$ cat config.mk
export PLATFORM = sky130hd
export DESIGN_NAME = mem_port_arbiter
export DESIGN_NICKNAME = d
export VERILOG_FILES = /design/src/rtl/mem_arb_pkg.sv /design/src/rtl/arb_pick.sv /design/src/rtl/mem_port_arbiter.sv
export SDC_FILE = /design/constraint.sdc
export NUM_CORES = 1
export LEC_CHECK = 0
export ABC_AREA = 0
export CAP_MARGIN = 30
export CORE_ASPECT_RATIO = 2
export CORE_MARGIN = 1
export CORE_UTILIZATION = 37
export CTS_CLUSTER_SIZE = 8
export DETAILED_ROUTE_END_ITERATION = 12
export PLACE_DENSITY = 0.77
export SLEW_MARGIN = 20
export SYNTH_ARGS = -nofsm -noshare
export SYNTH_HDL_FRONTEND = slang
export SYNTH_SLANG_ARGS = --single-unit
$ cat constraint.sdc
create_clock -name clk_i -period 3.9 [get_ports clk_i]
set_input_delay 0.39 -clock clk_i [delete_from_list [all_inputs] [get_ports clk_i]]
set_output_delay 0.39 -clock clk_i [all_outputs]
set_load 0.03 [all_outputs]
$ cat src/rtl/mem_arb_pkg.sv
// Shared types for the memory-port arbiter.
//   arb_state_e : arbiter FSM states
//   grant_e     : combinational grant decision from arb_pick
package mem_arb_pkg;

    typedef enum logic [1:0] {
        IDLE    = 2'd0,
        BUSY_IF = 2'd1,
        BUSY_DM = 2'd2,
        ERR     = 2'd3
    } arb_state_e;

    typedef enum logic [1:0] {
        GNT_NONE = 2'd0,
        GNT_IF   = 2'd1,
        GNT_DM   = 2'd2
    } grant_e;

endpackage

$ cat src/rtl/arb_pick.sv
// Combinational grant selection between fetch (IF) and data (DM) requesters.
// Ports:
//   if_elig_i    : IF has a pending, unconsumed request
//   dm_elig_i    : DM has a pending, unconsumed request
//   streak_sat_i : DM has won MAX_DM_STREAK contested grants in a row
//   gnt_o        : chosen requester, GNT_NONE when neither is eligible
module arb_pick
    import mem_arb_pkg::*;
(
    input  logic   if_elig_i,
    input  logic   dm_elig_i,
    input  logic   streak_sat_i,
    output grant_e gnt_o
);

    always_comb begin
        gnt_o = GNT_NONE;
        if (if_elig_i && dm_elig_i) begin
            // DM wins contests until the streak saturates, then IF gets one turn.
            gnt_o = streak_sat_i ? GNT_IF : GNT_DM;
        end else if (dm_elig_i) begin
            gnt_o = GNT_DM;
        end else if (if_elig_i) begin
            gnt_o = GNT_IF;
        end
    end

endmodule

$ cat src/rtl/mem_port_arbiter.sv
// Shares one single-ported multi-cycle memory between instruction fetch and data access.
// Ports:
//   clk_i, rst_i                      : clock, async active-high reset
//   if_req_i/if_addr_i                : fetch request (held until if_valid_o)
//   if_rdata_o/if_valid_o/if_stall_o  : fetch result, one-cycle done pulse, pipeline stall
//   dm_req_i/dm_we_i/dm_addr_i/dm_wdata_i : data request (held until dm_valid_o)
//   dm_rdata_o/dm_valid_o/dm_stall_o  : load result, one-cycle done pulse, pipeline stall
//   mem_req_o/mem_we_o/mem_addr_o/mem_wdata_o : level request and operands to memory
//   mem_ack_i/mem_rdata_i             : memory completion and read data
//   err_o                             : sticky no-ack timeout flag
module mem_port_arbiter
    import mem_arb_pkg::*;
#(
    parameter int unsigned ADDR_W        = 32,
    parameter int unsigned DATA_W        = 32,
    parameter int unsigned MAX_DM_STREAK = 4,
    parameter int unsigned TIMEOUT       = 16
) (
    input  logic              clk_i,
    input  logic              rst_i,
    input  logic              if_req_i,
    input  logic [ADDR_W-1:0] if_addr_i,
    output logic [DATA_W-1:0] if_rdata_o,
    output logic              if_valid_o,
    output logic              if_stall_o,
    input  logic              dm_req_i,
    input  logic              dm_we_i,
    input  logic [ADDR_W-1:0] dm_addr_i,
    input  logic [DATA_W-1:0] dm_wdata_i,
    output logic [DATA_W-1:0] dm_rdata_o,
    output logic              dm_valid_o,
    output logic              dm_stall_o,
    output logic              mem_req_o,
    output logic              mem_we_o,
    output logic [ADDR_W-1:0] mem_addr_o,
    output logic [DATA_W-1:0] mem_wdata_o,
    input  logic              mem_ack_i,
    input  logic [DATA_W-1:0] mem_rdata_i,
    output logic              err_o
);

    localparam int unsigned WAIT_W   = $clog2(TIMEOUT);
    localparam int unsigned STREAK_W = $clog2(MAX_DM_STREAK + 1);

    localparam logic [WAIT_W-1:0]   WAIT_LIMIT = WAIT_W'(TIMEOUT - 1);
    localparam logic [STREAK_W-1:0] STREAK_MAX = STREAK_W'(MAX_DM_STREAK);

    arb_state_e          state_q, state_d;
    logic [WAIT_W-1:0]   wait_q, wait_d;
    logic [STREAK_W-1:0] streak_q, streak_d;
    logic                mem_req_q, mem_req_d;
    logic                mem_we_q, mem_we_d;
    logic [ADDR_W-1:0]   mem_addr_q, mem_addr_d;
    logic [DATA_W-1:0]   mem_wdata_q, mem_wdata_d;
    logic [DATA_W-1:0]   if_rdata_q, if_rdata_d;
    logic [DATA_W-1:0]   dm_rdata_q, dm_rdata_d;
    logic                if_valid_q, if_valid_d;
    logic                dm_valid_q, dm_valid_d;

    logic   if_elig, dm_elig, streak_sat, in_err;
    grant_e gnt;

    // A requester whose valid pulse is showing this cycle has already been served.
    assign if_elig    = if_req_i & ~if_valid_q;
    assign dm_elig    = dm_req_i & ~dm_valid_q;
    assign streak_sat = (streak_q == STREAK_MAX);
    assign in_err     = (state_q == ERR);

    arb_pick u_pick (
        .if_elig_i    (if_elig),
        .dm_elig_i    (dm_elig),
        .streak_sat_i (streak_sat),
        .gnt_o        (gnt)
    );

    always_comb begin
        state_d     = state_q;
        wait_d      = wait_q;
        streak_d    = streak_q;
        mem_req_d   = mem_req_q;
        mem_we_d    = mem_we_q;
        mem_addr_d  = mem_addr_q;
        mem_wdata_d = mem_wdata_q;
        if_rdata_d  = if_rdata_q;
        dm_rdata_d  = dm_rdata_q;
        if_valid_d  = 1'b0;
        dm_valid_d  = 1'b0;

        case (state_q)
            IDLE: begin
                wait_d = '0;
                unique case (gnt)
                    GNT_IF: begin
                        state_d    = BUSY_IF;
                        mem_req_d  = 1'b1;
                        mem_we_d   = 1'b0;
                        mem_addr_d = if_addr_i;
                        streak_d   = '0;
                    end
                    GNT_DM: begin
                        state_d     = BUSY_DM;
                        mem_req_d   = 1'b1;
                        mem_we_d    = dm_we_i;
                        mem_addr_d  = dm_addr_i;
                        mem_wdata_d = dm_wdata_i;
                        // Only count DM wins that left a fetch waiting.
                        if (if_req_i && !streak_sat) begin
                            streak_d = streak_q + STREAK_W'(1);
                        end
                    end
                    default: ;
                endcase
            end
            BUSY_IF, BUSY_DM: begin
                // Ack on the limit cycle still completes the access.
                if (mem_ack_i) begin
                    state_d   = IDLE;
                    mem_req_d = 1'b0;
                    wait_d    = '0;
                    if (state_q == BUSY_IF) begin
                        if_rdata_d = mem_rdata_i;
                        if_valid_d = 1'b1;
                    end else begin
                        if (!mem_we_q) begin
                            dm_rdata_d = mem_rdata_i;
                        end
                        dm_valid_d = 1'b1;
                    end
                end else if (wait_q == WAIT_LIMIT) begin
                    state_d   = ERR;
                    mem_req_d = 1'b0;
                end else begin
                    wait_d = wait_q + WAIT_W'(1);
                end
            end
            default: begin
                // ERR is terminal until reset.
                mem_req_d = 1'b0;
            end
        endcase
    end

    always_ff @(posedge clk_i or posedge rst_i) begin
        if (rst_i) begin
            state_q     <= IDLE;
            wait_q      <= '0;
            streak_q    <= '0;
            mem_req_q   <= 1'b0;
            mem_we_q    <= 1'b0;
            mem_addr_q  <= '0;
            mem_wdata_q <= '0;
            if_rdata_q  <= '0;
            dm_rdata_q  <= '0;
            if_valid_q  <= 1'b0;
            dm_valid_q  <= 1'b0;
        end else begin
            state_q     <= state_d;
            wait_q      <= wait_d;
            streak_q    <= streak_d;
            mem_req_q   <= mem_req_d;
            mem_we_q    <= mem_we_d;
            mem_addr_q  <= mem_addr_d;
            mem_wdata_q <= mem_wdata_d;
            if_rdata_q  <= if_rdata_d;
            dm_rdata_q  <= dm_rdata_d;
            if_valid_q  <= if_valid_d;
            dm_valid_q  <= dm_valid_d;
        end
    end

    assign mem_req_o   = mem_req_q;
    assign mem_we_o    = mem_we_q;
    assign mem_addr_o  = mem_addr_q;
    assign mem_wdata_o = mem_wdata_q;
    assign if_rdata_o  = if_rdata_q;
    assign dm_rdata_o  = dm_rdata_q;
    assign if_valid_o  = if_valid_q;
    assign dm_valid_o  = dm_valid_q;
    assign err_o       = in_err;
    assign if_stall_o  = (if_req_i & ~if_valid_q) | in_err;
    assign dm_stall_o  = (dm_req_i & ~dm_valid_q) | in_err;

endmodule

==> implementation parameters <==
Parameter                              Value

Pwr
  P_sw ... 0.003515 W
  Areal power density over the cells ... 962.2 nW/um2
  Int Pwr ... 0.005219 W
  Switching share of power ... 40.25%
  Relative contribution of combinational cells to total power ... 52.7%
  Clock power frac ... 17.7%
  Sequential share of power ... 29.6%
  Total power after layout ... 0.008734 W
  Leakage ... 3.906 nW
  Peak ir drop on the vdd network ... 0.5284 mV

STA
  Total setup violations reported at the end of the flow ... 0
  Rel. slew slack ... 55.18%
  Setup Skew ... 0.007478 ns
  Final Hold Fails ... 0
  Final worst-path cycle share ... 60.70%
  Slew at the pin with the worst max-slew slack ... 0.6707 ns
  Total count of max-transition violations in the final report ... 0
  Aggregate negative setup slack ... 0 ns
  Setup WS post-layout ... 1.533 ns
  FMAX ... 422.5 MHz
  Worst hold margin ... 0.3328 ns
  RSZ-0062 raised after global routing ... no
  Period minus WS final ... 2.367 ns

Placement
  Number of placed instances with taps included ... 838
  # port buffers ... 268
  Detailed Place HPWL ... 12.02 mm
  Placer Congestion ... 0.8075
  DP Worst Slack ... 1.467 ns

Hold path
  Kind of path behind the tightest hold check ... input port to asynchronous set/reset pin

Floorplanning
  Die Span Y ... 176.1 um
  Die area ... 15680 um2
  Die outline width ... 89.04 um
  I/O pin count ... 269
  Floorplan Core Area ... 14820 um2
  Number of rows in the core area ... 63
  Initial Util ... 37.83%

Clocking
  Post-CTS repair timing setup buffer count ... 0
  Depth of the CTS H-tree ... 4
  Count of instances resized after the clock tree is built ... 0
  Clk buf depth ... 2
  Clock root buffer master ... clkbuf_16
  Clk Latency, worst-skew pair ... 0.41 ns
  Sink Count ... 141
  CTS tree ... built
  CTS Hold Bufs ... 0
  Number of buffers created by CTS ... 17
  Clock slew seen by the registers of the worst setup and hold paths ... 0.06 ns

Detailed routing
  Iteration count of the initial detailed-routing pass ... 9
  Aggregate routed wire length ... 16.01 mm
  Post-route ant nets ... 0
  Routed vias/inst ... 5.043
  Total via count after detailed routing ... 4372
  WL/cell ... 18.46 um
  DRC violation count after routing ... 0
  First DRT Iteration DRCs ... 291

Layout
  Count of fill cells added during filler insertion ... 1186
  Most common cell after layout, fill and taps aside ... clkdlybuf4s50_1
  Count of nets after finishing ... 802
  Most frequent cells in the layout ... clkdlybuf4s50_1 (268), dfrtp_1 (141), mux2_2 (68)
  Share of layout cells above drive strength 1 ... 16.37%
  Layout-stage area growth over the synthesis result ... 61.94%
  Final antenna diode count ... 0
  Post-layout instance count excluding filler cells ... 867

Worst setup path
  Required time of the critical path ... 3.51 ns
  Endpoint kind of the worst setup timing path ... output pin
  Worst setup slack for register-to-register paths ... 1.77 ns
  Logic depth of the worst register-to-register path ... 4
  Critical path startpoint category ... input port
  CP Class ... input port to output pin
  Worst EP arrival ... 1.98 ns
  Critical register-to-register path endpoint ... if_rdata_o[24]$_DFFE_PP0P_
  Reg-to-Reg Start ... state_q[0]$_DFFE_PP0P_
  Max FO, Critical Path ... 8

Logic synthesis
  Synthesized netlist cell count ... 388
  Number of distinct library cells after synthesis ... 34
  Post-Synthesis Net Count ... 528
  Synthesized cell area ... 5605 um2
  Synth async-reset ratio ... 100.0%
  Post-synth EDFFs ... 0
  Flip-flop and latch count after synthesis ... 141
  Most instantiated flip-flop cell in the synthesis netlist ... dfrtp_1
  Yosys Warn Count ... 0
  Post-synthesis area per instance ... 14.45 um2
  Sequential share of the synthesized area ... 62.95%

Global route
  Most used routing layer ... met2
  Initial antenna violation count ... 0
  Via count of the first global-routing pass ... 4822
  Met1 routing resource usage after global routing ... 18.90%
  Leftover overflow at the end of global routing ... 0
  Global-route wire length before repair ... 24.20 mm
  Total global routing track utilization ... 20.71%
  M2 GR Usage ... 39.33%
  Met3 global-route usage ... 6.265%
  Maximum number of pins on one net before global-route repair ... 85

Flow run
  Number of max-cap violations ... 0

Outcome
  Outcome ... complete, no violations
==> state kept, by name, indices dropped and copies added (netlist names) <==
| register | cells |
|---|---|
| wait_q | 4 |
| mem_we_o | 1 |
| mem_wdata_o | 32 |
| dm_rdata_o | 32 |
| streak_q | 3 |
| mem_addr_o | 32 |
| dm_valid_o | 1 |
| if_rdata_o | 32 |
| state_q | 2 |
| if_valid_o | 1 |
| mem_req_o | 1 |
==> cells in the mapped netlist, types with 2 or more instances <==
library cell,instances,area [um2]
inv_1,40,150.1
nand2b_1,5,31.28
buf_1,3,11.26
a32o_1,2,20.02
o21ai_0,5,25.02
a31oi_1,2,12.51
a222oi_1,32,320.3
o21ai_1,2,10.01
o22ai_1,2,12.51
nor2b_1,2,12.51
nand2_1,11,41.29
mux2_2,68,765.7
ha_1,6,75.07
dfrtp_1,141,3528
nor2_1,2,7.510
buf_4,3,22.52
mux2_1,28,315.3
a21oi_1,3,15.01
nand3_1,3,15.01
buf_2,12,60.06
buf_6,3,33.78
==> worst max path at each step <==
| stage | start | end | slack, ns | cells after the start |
|---|---|---|---|---|
| 3_5_place_dp | dm_req_i | mem_addr_o[29]$_DFFE_PP0P_ | 1.47 | 6 |
| 2_1_floorplan | rst_i | dm_rdata_o[0]$_DFFE_PP0P_ | 1.75 | 1 |
| 6_report | dm_req_i | dm_stall_o | 1.53 | 4 |
| 5_1_grt | dm_req_i | dm_stall_o | 1.46 | 4 |
| 4_1_cts | dm_req_i | dm_stall_o | 1.53 | 4 |
| 3_3_place_gp | dm_req_i | mem_addr_o[30]$_DFFE_PP0P_ | 1.40 | 5 |
==> power by group through the flow <==
stage                     logic, W  clock network, W  registers [W]
after floorplan            0.00132                 0        0.00393
after global placement     0.00451                 0        0.00256
after detailed placement   0.00464                 0        0.00261
after CTS                  0.00465           0.00159        0.00259
after global routing       0.00485           0.00164        0.00267
final                      0.00460           0.00155        0.00259
==> stage by stage <==
stage,instance area (um2),utilization [%]
after floorplan,5609,-
after global placement,8491,57.29
after detailed placement,8518,57.48
after CTS,9077,61.25
after global routing,9077,61.25
final,9077,61.25
==> cell type report <==
| type | count | area (um2) | share of cell area [%] |
|---|---|---|---|
| clock buffer | 18 | 439.2 | 4.838 |
| clock inverter | 11 | 120.1 | 1.323 |
| inverter | 40 | 153.9 | 1.695 |
| multi-input combinational | 186 | 1817 | 20.01 |
| sequential | 141 | 3528 | 38.87 |
| tap | 195 | 244.0 | 2.688 |
| timing repair buffer | 276 | 2775 | 30.57 |
==> layer usage <==
metal | wire length [um] | vias to the layer above
li1 | - | 1963
met1 | 5017 | 2142
met2 | 8954 | 228
met3 | 1420 | 39
met4 | 617 | 0
met5 | 0 | -
==> critical path, stage by stage <==
cell	delay, ns
clkdlybuf4s50_1	0.53
nand2b_1	0.23
nand2b_1	0.14
clkdlybuf4s50_1	0.69
==> kinds of logic (layout without fill, tap and decap cells) <==
family          Yosys count  count (layout)  share of synthesized area, %
simple gates             28              28                         2.790
mux                      96              96                         19.29
compound gates           56              56                         8.683
buf+inv                  61             345                         4.955
fa+ha+maj                 6               6                         1.339
flops                   141             141                         62.95
Note: power is estimated with default switching activity, not from simulation.
